## src/rtl/bus_pkg.sv

```systemverilog
// bus_pkg: shared constants for the two-master bus arbiter (state codes, master ids, widths).
// Revision 1.0
`default_nettype none

package bus_pkg;

  localparam int AW_DEFAULT = 16;
  localparam int DW_DEFAULT = 16;
  localparam int HOLD_W     = 8;

  localparam logic [1:0] ST_IDLE = 2'd0;
  localparam logic [1:0] ST_OWN0 = 2'd1;
  localparam logic [1:0] ST_OWN1 = 2'd2;

  localparam logic M0 = 1'b0;
  localparam logic M1 = 1'b1;

  function automatic logic [1:0] own_state(input logic idx);
    return (idx == M1) ? ST_OWN1 : ST_OWN0;
  endfunction

endpackage

`default_nettype wire

```

## src/rtl/arb_hold_counter.sv

```systemverilog
// arb_hold_counter: saturating owned-cycle counter; expired flags the last allowed cycle.
// Revision 1.0
`default_nettype none

module arb_hold_counter
  import bus_pkg::*;
#(
  parameter int MAX_HOLD = 16
) (
  input  logic clk,
  input  logic reset,
  input  logic owned,
  input  logic restart,
  output logic expired
);

  localparam logic [HOLD_W-1:0] LIMIT = HOLD_W'(MAX_HOLD - 1);

  logic [HOLD_W-1:0] hold_cnt;

  // restart wins over counting so every new owner starts from zero
  always_ff @(posedge clk) begin
    if (reset) begin
      hold_cnt <= '0;
    end else if (restart) begin
      hold_cnt <= '0;
    end else if (owned && (hold_cnt != {HOLD_W{1'b1}})) begin
      hold_cnt <= hold_cnt + 1'b1;
    end
  end

  assign expired = owned && (hold_cnt == LIMIT);

endmodule

`default_nettype wire

```

## src/rtl/bus_arbiter.sv

```systemverilog
// bus_arbiter: two-master round-robin arbiter and bus mux in front of memory_map.
// Optional hold-limit preemption enabled by ARB_HOLD_LIMIT_EN. Revision 1.0
`default_nettype none

module bus_arbiter
  import bus_pkg::*;
#(
  parameter int AW       = AW_DEFAULT,
  parameter int DW       = DW_DEFAULT,
  parameter int MAX_HOLD = 16
) (
  input  logic          clk,
  input  logic          reset,
  input  logic          m0_req,
  input  logic [AW-1:0] m0_addr,
  input  logic [DW-1:0] m0_din,
  input  logic          m0_we,
  output logic          m0_gnt,
  output logic [DW-1:0] m0_dout,
  input  logic          m1_req,
  input  logic [AW-1:0] m1_addr,
  input  logic [DW-1:0] m1_din,
  input  logic          m1_we,
  output logic          m1_gnt,
  output logic [DW-1:0] m1_dout,
  output logic [AW-1:0] mem_addr,
  output logic [DW-1:0] mem_din,
  output logic          mem_we,
  input  logic [DW-1:0] mem_dout
);

  logic [1:0] state;
  logic [1:0] state_nxt;
  logic       last;
  logic       last_nxt;
  logic       other_req;
  logic       preempt;

  assign other_req = (state == ST_OWN0) ? m1_req : m0_req;

`ifdef ARB_HOLD_LIMIT_EN
  logic hold_expired;

  arb_hold_counter #(
    .MAX_HOLD (MAX_HOLD)
  ) u_hold (
    .clk     (clk),
    .reset   (reset),
    .owned   (state != ST_IDLE),
    .restart (state_nxt != state),
    .expired (hold_expired)
  );

  assign preempt = hold_expired && other_req;
`else
  localparam logic [HOLD_W-1:0] HOLD_LIMIT = HOLD_W'(MAX_HOLD - 1);
  logic unused_hold;

  assign unused_hold = ^HOLD_LIMIT;
  assign preempt     = 1'b0;
`endif

  always_comb begin
    state_nxt = state;
    last_nxt  = last;
    case (state)
      ST_IDLE: begin
        if (m0_req && m1_req) begin
          state_nxt = own_state(~last);
        end else if (m0_req) begin
          state_nxt = ST_OWN0;
        end else if (m1_req) begin
          state_nxt = ST_OWN1;
        end
      end
      ST_OWN0: begin
        if (!m0_req) begin
          state_nxt = m1_req ? ST_OWN1 : ST_IDLE;
          last_nxt  = M0;
        end else if (preempt) begin
          state_nxt = ST_OWN1;
          last_nxt  = M0;
        end
      end
      ST_OWN1: begin
        if (!m1_req) begin
          state_nxt = m0_req ? ST_OWN0 : ST_IDLE;
          last_nxt  = M1;
        end else if (preempt) begin
          state_nxt = ST_OWN0;
          last_nxt  = M1;
        end
      end
      default: state_nxt = ST_IDLE;
    endcase
  end

  // last resets to master 1 so master 0 wins the first tie
  always_ff @(posedge clk) begin
    if (reset) begin
      state <= ST_IDLE;
      last  <= M1;
    end else begin
      state <= state_nxt;
      last  <= last_nxt;
    end
  end

  assign m0_gnt = (state == ST_OWN0);
  assign m1_gnt = (state == ST_OWN1);

  // a master that has dropped req can no longer write, even with we still high
  always_comb begin
    mem_addr = '0;
    mem_din  = '0;
    mem_we   = 1'b0;
    case (state)
      ST_OWN0: begin
        mem_addr = m0_addr;
        mem_din  = m0_din;
        mem_we   = m0_we & m0_req & m0_gnt;
      end
      ST_OWN1: begin
        mem_addr = m1_addr;
        mem_din  = m1_din;
        mem_we   = m1_we & m1_req & m1_gnt;
      end
      default: begin
        mem_addr = '0;
        mem_din  = '0;
        mem_we   = 1'b0;
      end
    endcase
  end

  assign m0_dout = mem_dout;
  assign m1_dout = mem_dout;

endmodule

`default_nettype wire

```

## config.mk

```make
export PLATFORM = sky130hd
export DESIGN_NAME = bus_arbiter
export DESIGN_NICKNAME = d
export VERILOG_FILES = /design/src/rtl/bus_pkg.sv /design/src/rtl/arb_hold_counter.sv /design/src/rtl/bus_arbiter.sv
export SDC_FILE = /design/constraint.sdc
export NUM_CORES = 1
export LEC_CHECK = 0
export ABC_AREA = 1
export CORE_UTILIZATION = 25
export CTS_CLUSTER_DIAMETER = 120
export CTS_CLUSTER_SIZE = 8
export DETAILED_ROUTE_END_ITERATION = 8
export PLACE_DENSITY = 0.88
export SETUP_SLACK_MARGIN = 0.05
export SYNTH_ARGS = -nofsm -noshare
export SYNTH_HDL_FRONTEND = slang
export SYNTH_SLANG_ARGS = --single-unit
```

## constraint.sdc

```tcl
create_clock -name clk -period 2.4 [get_ports clk]
set_clock_uncertainty 0.2 [all_clocks]
set_input_delay 0.48 -clock clk [delete_from_list [all_inputs] [get_ports clk]]
set_output_delay 0.48 -clock clk [all_outputs]
set_load 0.02 [all_outputs]
```

* Word-level counts from Yosys, hierarchy flattened *
Index checks and enable logic that the tools add are counted.

word-level totals
  register bits = 3
  logic and storage cells = 31
  output and inout bits = 67
  bits of input ports = 86

cells by class
  equal/unequal tests = 5
  bitwise gates (word level) = 4
  reductions and logical operators = 5
  mux-type cells = 15

operators with widths
  kind                  number
  $pmux W16 S2          2
  $mux W2               7
  $pmux W2 S3           1
  $reduce_and A3 Y1     2
  $and A1 B1 Y1         4
  $ne A2 B2 Y1 const B  2
  $ne A4 B4 Y1 const B  1
  $pmux W1 S2           2
  $mux W1               3
  $eq A2 B1 Y1 const B  1
  $eq A2 B2 Y1 const B  1
  $logic_not A2 Y1      1
  $reduce_bool A2 Y1    1
  $logic_and A1 B1 Y1   1

* Depth between registers and ports, before layout *
  word-level depth = 4
  gate-level depth with buffers = 9
  mapped depth without buffers = 8

* Worst setup path before layout *
OpenSTA, ideal clock, no wires.

  path kind = register -> output
  start = register state[0]
  end = output port mem_addr[0]
  setup slack = 0.317 ns
  stages on the path, launching flop included = 6
  path buffers = 1
  arrival time = 1.403 ns
  path through = dfxtp_1 > inv_1 > ha_1 > buf_2 > nand2_1 > a21oi_1

between the ends
  cells in the longest elaborated chain, start to end = 2
  elaborated cells between the ends (all ways) = 3
  those cells by class = eq/ne: 2; mux: 1

RTL lines
  what                      RTL line            text
  start: declaration        bus_arbiter.sv:32   logic [1:0] state;
  start signal: assignment  bus_arbiter.sv:104  state <= state_nxt;
  $eq A2 B2 Y1              n/a
  net m1_gnt                bus_arbiter.sv:24   output logic m1_gnt,
  $pmux W16 S2              bus_arbiter.sv:117  case (state)
  end: declaration          bus_arbiter.sv:26   output logic [AW-1:0] mem_addr,

The timed path passes the listed nets, and every way through them passes these cells.

* Worst setup path in the final report *
  start = register state[0]
  end = output port mem_din[5]

between the ends
  cells in the longest elaborated chain, start to end = 2
  elaborated cells between the ends (all ways) = 3
  those cells by class = eq/ne: 2; mux: 1

RTL lines
  what                                          RTL line            text
  $eq A2 B2 Y1 or $eq A2 B1 Y1 (tied branches)  bus_arbiter.sv:117
  $pmux W16 S2 (*)                              bus_arbiter.sv:117
  end: declaration                              bus_arbiter.sv:27   output logic [DW-1:0] mem_din,

Mark *: on every way between the ends. The rest lies on a longest branch, timed or not.

==> metrics.md <==
| Metric | Value |
|---|---|
| Clock root buffer master | `clkbuf_8` |
| Layout cells sized above 1 | `17.9%` |
| Critical-path top delay cell | `dfxtp_2` |
| Non-Filler Instances | `305` |
| Sequential share of the synthesized area | `6.09%` |
| Delay-heaviest family, CP | `buffers and inverters` |
| Hold endpoint | `state[0]` |
| Post-Syn Instances | `180` |
| Routed wire length | `3350 µm` |
| TritonCTS Buffers | `3` |
| CTS max path bufs | `2` |
| Multi-input logic area | `607 µm²` |
| Slew @ Worst Pin | `229 ps` |
| # IOs | `153` |
| Site Rows | `22` |
| Syn nets | `272` |
| Most common cell after layout, fill and taps aside | `nand2_1` |
| Bufs and invs on worst path | `4` |
| RSZ-0062 raised after global routing | `yes` |
| Die footprint | `4200 µm²` |
| Wire per inst | `11.0 µm` |
| Clock slew at reported path FFs | `30 ps` |
| Max Slew Vio Count | `0` |
| Maximum VDD drop | `0.000463 V` |
| CTS Sinks | `3` |
| Tmin final | `approximately 2300 ps` |
| Vias per cell | `around 4.4` |
| # hold bufs at CTS | `0` |
| Number of cells on the worst hold path | `2` |
| M1 GR Usage | `about 17%` |
| Distinct cells, synth | `16` |
| Met2 GRT Util | `30.7%` |
| Final Cycle Share | `96.4%` |
| Pin count of the biggest net entering global routing | `27` |
| Worst Path Arrival | `1630 ps` |
| Critical path's largest stage delay | `approximately 360 ps` |
| Vias post-DR | `1347` |
| FF-to-FF Start | `state[1]` |
| Worst-path cell chain | `inv_1 > ha_1 > inv_1 > buf_12 > a21oi_1 > clkdlybuf4s15_1` |
| # fillers | `370` |
| Layout area overhead | `86.5%` |
| CP Capture Type | `output pin` |
| Vias in the first global route | `1286` |
| Drt first pass iters | `4` |
| Die Ht | `64.8 µm` |
| Reg2Reg Depth | `8` |
| Dpl cells | `301` |
| YS warnings | `0` |
| Reg-to-reg slack, setup | `790 ps` |
| Max cap viols | `0` |
| Final nets | `350` |
| Sequential cell area | `61.3 µm²` |
| Power Total | `978 µW` |
| Synthesized area per cell | `~5.5 µm²` |
| Total grt overflow | `0` |
| First-pass GRT wire length | `5380 µm` |
| # Post-CTS Setup Buffers | `0` |
| DIE WIDTH | `around 65 µm` |
| Final GP Congestion | `about 0.7` |
| GR peak layer | `met2` |
| Cell mode on critical path | `inv_1` |
| # H-tree levels | `1` |
| Initial antenna violation count | `0` |
| CTS tree | `done` |
| RR Endpoint | `state[0]` |
| Crit-path max FO | `26` |
| Status | `finished clean` |
| Final HPWL DP | `2770 µm` |
| Initial drt markers | `27` |
| Worst slew margin | `84.7%` |
| Hold Crit Class | `reg -> reg` |
| Max frequency | `432 MHz` |
| Post-Syn Area | `986 µm²` |
| Pwr/cell area | `532 nW/µm²` |
| Ant. Diodes | `0` |
| Final number of setup-violating endpoints | `0` |
| Total track usage | `16.0%` |
| Met3 Usage GRT | `3.17%` |
| Later-pin clock latency in the skew report | `220 ps` |
| Core region area | `approximately 3700 µm²` |
| Routed Antenna Nets | `0` |
| Initial Util | `26.5%` |
| Critical Path Start Type | `register` |
| # port buffers | `about 100` |
| DRC | `0` |
| P_leak | `0.741 nW` |
| Fin. Hold Viols | `0` |
| Critical path type | `reg -> out` |
| Hold Startpoint | `state[0]` |
| Flops & latches, synth | `3` |
| CP required | `1720 ps` |
| Most frequent cells in the layout | `nand2_1 (73), clkdlybuf4s50_1 (70), a21oi_1 (36)` |
==> registers in the layout, summed over array words and instances (netlist names) <==
| register | count |
|---|---|
| last | 1 |
| state | 2 |
==> worst max-delay path by stage <==
stage          startpoint  cells after the start  slack (ps)      endpoint
2_1_floorplan    state[0]                      5         320   mem_addr[0]
3_3_place_gp       m1_req                      4        -110        mem_we
3_5_place_dp     state[0]                      6        -100   mem_din[10]
4_1_cts          state[0]                      6          70  mem_addr[11]
5_1_grt          state[1]                      6          40  mem_addr[12]
6_report         state[0]                      6          90    mem_din[5]
==> routing by layer <==
metal | up-vias | part of all wire [%]
met5 | - | 0
met4 | 0 | 1.1
met1 | 583 | 37
met3 | 4 | 8.4
li1 | 690 | -
met2 | 70 | 53
==> cell usage after synthesis (all sizes together) <==
| master | instances | area [µm²] |
|---|---|---|
| dfxtp | 3 | 60.1 |
| ha | 6 | 75.1 |
| o21ai | 1 | 5.00 |
| o21bai | 1 | 7.51 |
| a21oi | 36 | 180 |
| inv | 7 | 26.3 |
| nand2 | 75 | 287 |
| nor2 | 2 | 17.5 |
| buf | 42 | 293 |
| nand3 | 7 | 35.0 |
==> power breakdown <==
part | switching [mW] | internal [mW] | leakage (nW)
logic | 0.423 | 0.329 | 0.693
registers | 0.0108 | 0.0631 | 0.0251
clock network | 0.0386 | 0.114 | 0.0228
total | 0.472 | 0.506 | 0.741
==> stage by stage <==
| stage | instance area [µm²] | setup TNS [ps] | hold slack (ps) | util [%] | setup slack (ps) |
|---|---|---|---|---|---|
| floorplan | 986 | 0 | 285 | - | 317 |
| global placement | 1890 | -553 | 324 | 50.8 | -109 |
| detailed placement | 1890 | -1680 | 332 | 50.8 | -97.8 |
| CTS | 1920 | 0 | 303 | 51.8 | 66.8 |
| global route | 1840 | 0 | 317 | 49.5 | 39.9 |
| finish | 1840 | 0 | 303 | 49.5 | 85.9 |
==> logic make-up after synthesis <==
logic type | Yosys count | share of synthesized area, %
AND/OR/NAND/NOR | 84 | 34.4
flip-flops | 3 | 6.09
adder cells (fa/ha/maj) | 6 | 7.61
AO/OA/AOI/OAI | 38 | 19.5
buffers and inverters | 49 | 32.4
==> cell type report <==
type / instances / share of cell area, %
inverters: 7 / 1.43
clock buffers: 4 / 2.45
multi-input cells: 128 / 33.0
flip-flops and latches: 3 / 3.33
well taps: 48 / 3.27
repair buffers: 115 / 56.5
==> worst register-to-register path: stages (launching register included) <==
cell and delay, ps:
dfxtp_1 340, inv_1 90, ha_1 220, buf_4 180, nand2_1 100, nand2_2 70
nor2_4 130, nand3_1 90, a21oi_1 130
==> timing repair <==
action	CTS	global route
hold endpoints to repair	0	0
gates resized for setup	59	36
endpoints found under the setup margin	34	27
(Power assumes the default switching activity.)
